**config.mk**
```make
export PLATFORM = sky130hd
export DESIGN_NAME = mem_access_unit
export DESIGN_NICKNAME = d
export VERILOG_FILES = /design/src/rtl/yu_mem_pkg.sv /design/src/rtl/mem_lane_align.sv /design/src/rtl/mem_access_unit.sv
export SDC_FILE = /design/constraint.sdc
export NUM_CORES = 1
export LEC_CHECK = 0
export CAP_MARGIN = 20
export CORE_UTILIZATION = 43
export DETAILED_ROUTE_END_ITERATION = 10
export GPL_TIMING_DRIVEN = 1
export PLACE_DENSITY = 0.88
export SYNTH_ARGS = -nofsm -noshare
export SYNTH_HDL_FRONTEND = slang
export SYNTH_SLANG_ARGS = --single-unit
```
**constraint.sdc**
```tcl
create_clock -name clk -period 2.73 [get_ports clk]
set_input_delay 0.546 -clock clk [delete_from_list [all_inputs] [get_ports clk]]
set_output_delay 0.546 -clock clk [all_outputs]
set_load 0.02 [all_outputs]
```
**src/rtl/yu_mem_pkg.sv**
```systemverilog
// Shared definitions for the memory access unit: access size encodings,
// the controller state enum and a misalignment helper used when the
// MISALIGN_TRAP_EN build option is enabled.
package yu_mem_pkg;

  localparam int WORD_W = 32;

  localparam logic [1:0] SZ_BYTE = 2'd0;
  localparam logic [1:0] SZ_HALF = 2'd1;
  localparam logic [1:0] SZ_WORD = 2'd2;
  localparam logic [1:0] SZ_RSVD = 2'd3;

  typedef enum logic [2:0] {
    IDLE,
    LOAD,
    STORE,
    RMW_RD,
    RMW_WR,
    RESP
  } state_e;

  // Returns 1 when an access of the given size cannot be served at the
  // given low address bits (reserved size counts as misaligned).
  function automatic logic is_misaligned(input logic [1:0] size, input logic [1:0] addr_lo);
    logic bad;
    case (size)
      SZ_BYTE: bad = 1'b0;
      SZ_HALF: bad = addr_lo[0];
      SZ_WORD: bad = |addr_lo;
      default: bad = 1'b1;
    endcase
    return bad;
  endfunction

endpackage

```
**src/rtl/mem_lane_align.sv**
```systemverilog
// Combinational lane steering for the memory access unit: extracts and
// sign/zero-extends load data from a RAM word, and merges sub-word store
// data into a previously read word.
module mem_lane_align
  import yu_mem_pkg::*;
(
  input  logic [1:0]        addr_lo_i,
  input  logic [1:0]        size_i,
  input  logic              unsigned_i,
  input  logic [WORD_W-1:0] rdata_i,
  input  logic [WORD_W-1:0] old_word_i,
  input  logic [WORD_W-1:0] wdata_i,
  output logic [WORD_W-1:0] load_data_o,
  output logic [WORD_W-1:0] merged_o
);

  logic [7:0]  byte_v;
  logic [15:0] half_v;

  // Pick the addressed lane of the read word and extend it to a full word;
  // half lanes only look at addr[1], so an odd half address is folded down.
  always_comb begin
    byte_v      = rdata_i[{addr_lo_i, 3'b000} +: 8];
    half_v      = addr_lo_i[1] ? rdata_i[31:16] : rdata_i[15:0];
    load_data_o = rdata_i;
    case (size_i)
      SZ_BYTE: load_data_o = unsigned_i ? {24'h0, byte_v} : {{24{byte_v[7]}}, byte_v};
      SZ_HALF: load_data_o = unsigned_i ? {16'h0, half_v} : {{16{half_v[15]}}, half_v};
      default: load_data_o = rdata_i;
    endcase
  end

  // Overwrite only the addressed lane of the old word with the low store bits.
  always_comb begin
    merged_o = old_word_i;
    case (size_i)
      SZ_BYTE: merged_o[{addr_lo_i, 3'b000} +: 8]  = wdata_i[7:0];
      SZ_HALF: merged_o[{addr_lo_i[1], 4'b0000} +: 16] = wdata_i[15:0];
      default: merged_o = wdata_i;
    endcase
  end

endmodule

```
**src/rtl/mem_access_unit.sv**
```systemverilog
// Memory access unit: accepts one core load/store at a time and drives a
// word-organised RAM (combinational read, posedge write). Byte and half
// stores are done as read-modify-write. Build option MISALIGN_TRAP_EN turns
// misaligned or reserved-size requests into immediate error responses;
// without it the offending low address bits are ignored and size 3 is a word.
module mem_access_unit
  import yu_mem_pkg::*;
#(
  parameter int ADDR_WIDTH = 32,
  parameter int DATA_WIDTH = 32
) (
  input  logic                  clk,
  input  logic                  rst_n,
  input  logic                  req_valid,
  output logic                  req_ready,
  input  logic                  req_we,
  input  logic [1:0]            req_size,
  input  logic                  req_unsigned,
  input  logic [ADDR_WIDTH-1:0] req_addr,
  input  logic [DATA_WIDTH-1:0] req_wdata,
  output logic                  resp_valid,
  output logic [DATA_WIDTH-1:0] resp_rdata,
  output logic                  resp_err,
  output logic [ADDR_WIDTH-1:0] mem_addr,
  output logic [DATA_WIDTH-1:0] mem_wdata,
  output logic                  mem_we,
  output logic                  mem_re,
  input  logic [DATA_WIDTH-1:0] mem_rdata
);

  state_e                state_q, state_d;
  state_e                route_st;
  logic [ADDR_WIDTH-1:0] addr_q, addr_d;
  logic [1:0]            size_q, size_d;
  logic                  we_q, we_d;
  logic                  uns_q, uns_d;
  logic [DATA_WIDTH-1:0] wdata_q, wdata_d;
  logic [DATA_WIDTH-1:0] rdata_q, rdata_d;
  logic [DATA_WIDTH-1:0] rmw_q, rmw_d;
  logic [DATA_WIDTH-1:0] load_data;
  logic [DATA_WIDTH-1:0] merged_word;
`ifdef MISALIGN_TRAP_EN
  logic                  err_q, err_d;
`endif

  mem_lane_align u_align (
    .addr_lo_i   (addr_q[1:0]),
    .size_i      (size_q),
    .unsigned_i  (uns_q),
    .rdata_i     (mem_rdata),
    .old_word_i  (rmw_q),
    .wdata_i     (wdata_q),
    .load_data_o (load_data),
    .merged_o    (merged_word)
  );

  // Choose the first working state for an incoming request; size 2 and 3
  // both store a full word, smaller stores need a read first.
  always_comb begin
    route_st = LOAD;
    if (req_we) begin
      route_st = req_size[1] ? STORE : RMW_RD;
    end
  end

  // Register all state; reset abandons any in-flight access immediately.
  always_ff @(posedge clk or negedge rst_n) begin
    if (!rst_n) begin
      state_q <= IDLE;
      addr_q  <= '0;
      size_q  <= '0;
      we_q    <= 1'b0;
      uns_q   <= 1'b0;
      wdata_q <= '0;
      rdata_q <= '0;
      rmw_q   <= '0;
`ifdef MISALIGN_TRAP_EN
      err_q   <= 1'b0;
`endif
    end else begin
      state_q <= state_d;
      addr_q  <= addr_d;
      size_q  <= size_d;
      we_q    <= we_d;
      uns_q   <= uns_d;
      wdata_q <= wdata_d;
      rdata_q <= rdata_d;
      rmw_q   <= rmw_d;
`ifdef MISALIGN_TRAP_EN
      err_q   <= err_d;
`endif
    end
  end

  // Next-state and output decode; RAM strobes come straight from the state.
  always_comb begin
    state_d    = state_q;
    addr_d     = addr_q;
    size_d     = size_q;
    we_d       = we_q;
    uns_d      = uns_q;
    wdata_d    = wdata_q;
    rdata_d    = rdata_q;
    rmw_d      = rmw_q;
`ifdef MISALIGN_TRAP_EN
    err_d      = err_q;
`endif
    req_ready  = 1'b0;
    resp_valid = 1'b0;
    mem_re     = 1'b0;
    mem_we     = 1'b0;
    mem_wdata  = '0;
    case (state_q)
      IDLE: begin
        req_ready = 1'b1;
        if (req_valid) begin
          addr_d  = req_addr;
          size_d  = req_size;
          we_d    = req_we;
          uns_d   = req_unsigned;
          wdata_d = req_wdata;
`ifdef MISALIGN_TRAP_EN
          err_d   = is_misaligned(req_size, req_addr[1:0]);
          state_d = err_d ? RESP : route_st;
`else
          state_d = route_st;
`endif
        end
      end
      LOAD: begin
        mem_re  = 1'b1;
        rdata_d = load_data;
        state_d = RESP;
      end
      STORE: begin
        mem_we    = 1'b1;
        mem_wdata = wdata_q;
        state_d   = RESP;
      end
      RMW_RD: begin
        mem_re  = 1'b1;
        rmw_d   = mem_rdata;
        state_d = RMW_WR;
      end
      RMW_WR: begin
        mem_we    = 1'b1;
        mem_wdata = merged_word;
        state_d   = RESP;
      end
      RESP: begin
        resp_valid = 1'b1;
        state_d    = IDLE;
      end
      default: state_d = IDLE;
    endcase
  end

  assign mem_addr   = {addr_q[ADDR_WIDTH-1:2], 2'b00};
  assign resp_rdata = rdata_q;
`ifdef MISALIGN_TRAP_EN
  assign resp_err   = resp_valid & err_q;
`else
  assign resp_err   = 1'b0;
`endif

endmodule

```
==> flow_metrics.tcl <==
set metrics [dict create \
    worst-slew-pin-transition_ns 0.801 \
    final_area_um2 9960 \
    gr-total-overflow 0 \
    total_standard_cell_area_after_synthesis_um2 6900 \
    std_cell_rows 45 \
    synthDominantCellAreaShare 0.486 \
    die-width_um 129 \
    routed_wl_um 21600 \
    synth.distinct_cells 49 \
    cp-start-kind "flip-flop" \
    timing_worst_setup_path_type "flip-flop to primary output" \
    cts_hold_buf 0 \
    muxShareOfSynthArea 0.198 \
    yosysTopAreaCell "dfrtp_1" \
    critPathRequiredTime_ns 2.18 \
    detail-route-antenna-nets 0 \
    antenna_cells 0 \
    final.setup_skew_ns 0.00724 \
    cts.path.max_buffers 2 \
    synth_top_family_by_area "multiplexers" \
    clock_latency_on_the_worst_skew_pair_ns 0.42 \
    slew_headroom 0.462 \
    dpl_cell_area_um2 9090 \
    p_leak_nw 4.18 \
    routed-via-count 5801 \
    number_of_antenna_violations_at_the_first_check_in_global_routing 0 \
    grt.total_usage 0.256 \
    clockRootBuffer "clkbuf_16" \
    critical-path-max-stage-delay_ns 0.41 \
    floorplan.initialDensity 0.448 \
    io_pins 204 \
    critical-path-slowest-cell "dfrtp_1" \
    htree_levels 4 \
    fin_crit_sh 1.02 \
    setup_ws_ns -0.0482 \
    place.detailed.hpwl_um 15000 \
    ys_ff_latch 134 \
    power.density_nw_per_um2 1290 \
    post_synth_main_area_contributors "dfrtp_1 49%, mux2_2 17%, buf_4 3.9%" \
    tritoncts "built" \
    largest_net_degree_at_the_start_of_global_routing 54 \
    final_hold_viol_count 0 \
    cp_data_arrival_time_ns 2.23 \
    run_status "finished, violations left" \
    cts_buffers 17 \
    via_per_inst 5.69 \
    hold_slack_ns 0.0653 \
    endpoint_kind "primary output" \
    report.power.total_w 0.0129 \
    post-route-util 0.645 \
    first_iter_violations 555 \
    grt.met2_usage 0.418 \
    clkSlewWorstSetupHoldPaths_ns 0.06 \
    ys_seq_area_frac 0.486 \
    hp-class "primary input to async pin" \
    design.die.area_um2 16600 \
    cts.sink_count 134 \
    grt-busiest-layer "met2" \
    path_common_cell "buf_6" \
    die_h_um 129 \
    setup_repair_after_global_routing_missed_its_margin "true" \
    drive_gt1_frac 0.330 \
    synthToLayoutAreaGrowth_pct 44.2 \
    synth-compound-area-share 0.126 \
    detailedRoute.firstPassIterationCount 8 \
    cp_cell_sequence "buf_6 > ha_2 > or3_4 > a21oi_2 > buf_6 > and2_4 > a221o_1 > buf_6" \
    timing.max_cap.violations 0 \
    fin_nets 910 \
    irDropWorstVdd_uv 576 \
    drv_slew 0 \
    grt_use_met1 0.327 \
    path_max_fanout 8 \
    yosys_warnings 0 \
    first_global_vias 5678 \
    timing.fmax_ghz 0.360 \
    timing.final.crit_period_ns 2.78 \
    synthSimpleGateAreaFrac 0.113 \
    placeableCoreArea_um2 15400 \
    grt_first_pass_wirelength_um 31600 \
    avgSynthCellArea_um2 11.4 \
    failing_checks "setup timing" \
    global_route.usage.met3 0.0628 \
    avgRoutedWirePerCell_um 21.2 \
    tns_ns -0.313 \
    cp_top_family "simple AND/OR/NAND/NOR gates" \
    numPortBuffers 200 \
    finalWeightedCongestion 0.948 \
    synth_fa_ha_area_frac 0.00906 \
    synth_cells 603 \
    synthXorXnorAreaFrac 0 \
    setup_viol 13 \
    drt_drc_violations_left 0 \
    cp_num_buf_inv 3 \
]
## what timing repair did
item	4_1_cts	5_1_grt
setup endpoints to repair	33	33
endpoints found under the hold margin	0	0
gates cloned	0	1
resized for setup	173	67
setup buffers	2	10
pin swaps	9	19
## registers in the layout (all words and copies together) (netlist names)
name        cells
addr_q         32
state_q         3
wdata_q        32
uns_q           1
size_q          2
rmw_q          32
resp_rdata     32
## kinds of logic after synthesis
kind of cell / Yosys count
compound gates: 113
fa+ha+maj: 5
buf+inv: 78
flops: 134
mux: 122
other cells: 1
simple gates: 150
## synth_stat cells, drive strengths merged
cell,instances
o22ai,3
nand2b,1
o2bb2ai,3
and3,1
and4,1
nand2,41
nor2,26
and2,10
nor2b,8
and3b,5
or3,2
mux2i,17
mux4,1
nor3b,1
a22o,16
o21a,1
nand3,32
buf,53
inv,4
nor4b,1
o211ai,1
o311ai,1
nor3,5
or4,1
o21bai,1
a21oi,16
mux2,104
a222oi,8
ha,5
or3b,3
clkinv,1
dfrtp,134
a2111oi,1
nand3b,10
a221o,24
clkbuf,20
a221oi,6
or2,1
o21ai,31
nand4,1
a211oi,1
conb,1
## where the power goes
group	internal [W]	switching (W)
registers	0.00299	0.000925
logic	0.00348	0.00339
clock network	0.00126	0.000821
## placed cells by master, fill, tap and decap left out, types with 4 or more instances in the layout
| master | netlist | layout |
|---|---|---|
| a222oi_1 | 8 | 8 |
| nand3_1 | 32 | 32 |
| a221o_2 | 5 | 5 |
| and2_4 | 0 | 6 |
| clkbuf_16 | 0 | 17 |
| buf_12 | 0 | 4 |
| dfrtp_1 | 134 | 134 |
| nor2b_1 | 8 | 8 |
| a221o_1 | 19 | 19 |
| mux2i_1 | 17 | 17 |
| clkdlybuf4s50_1 | 0 | 166 |
| and3b_1 | 5 | 5 |
| nand3b_1 | 10 | 10 |
| mux2_2 | 104 | 104 |
| and2_1 | 10 | 4 |
| o21ai_0 | 28 | 28 |
| a22o_1 | 16 | 16 |
| buf_4 | 36 | 42 |
| a21oi_1 | 16 | 9 |
| nand2_1 | 41 | 40 |
| a21oi_2 | 0 | 7 |
| buf_6 | 4 | 33 |
| nor2_1 | 26 | 23 |
## routing by layer
layer,up-vias,share of wire
met3,41,0.082
met4,0,0.025
met5,-,0
met1,2865,0.41
li1,2591,-
met2,304,0.49
## cell type report
type / count / area [um2]
Fill cell: 1151 / 5470
Clock inverter: 5 / 55.1
Multi-Input combinational cell: 394 / 3340
Timing Repair Buffer: 250 / 2470
Tap cell: 211 / 264
Inverter: 5 / 18.8
Sequential cell: 134 / 3350
Clock buffer: 21 / 460
## worst paths after layout
path / from / endpoint / slack [ns] / cells after the start
setup / recovery: addr_q[0] / mem_wdata[8] / -0.05 / 8
hold / removal: rst_n / addr_q[27] / 0.07 / 1
setup reg to reg: addr_q[1] / resp_rdata[3] / 0.56 / 7
hold reg to reg: resp_rdata[2] / resp_rdata[2] / 0.49 / 2
max in group asynchronous: rst_n / resp_rdata[30] / 1.81 / 2
min in group clk: resp_rdata[2] / resp_rdata[2] / 0.49 / 2
## per-stage QoR
stage	worst slack (ns)	cells
6_report	-0.0482	1020
4_1_cts	-0.0252	1011
3_3_place_gp	-0.0780	983
5_1_grt	-0.140	1020
3_5_place_dp	-0.207	983
2_1_floorplan	0.0884	605
Note: power is estimated with default switching activity, not from simulation.
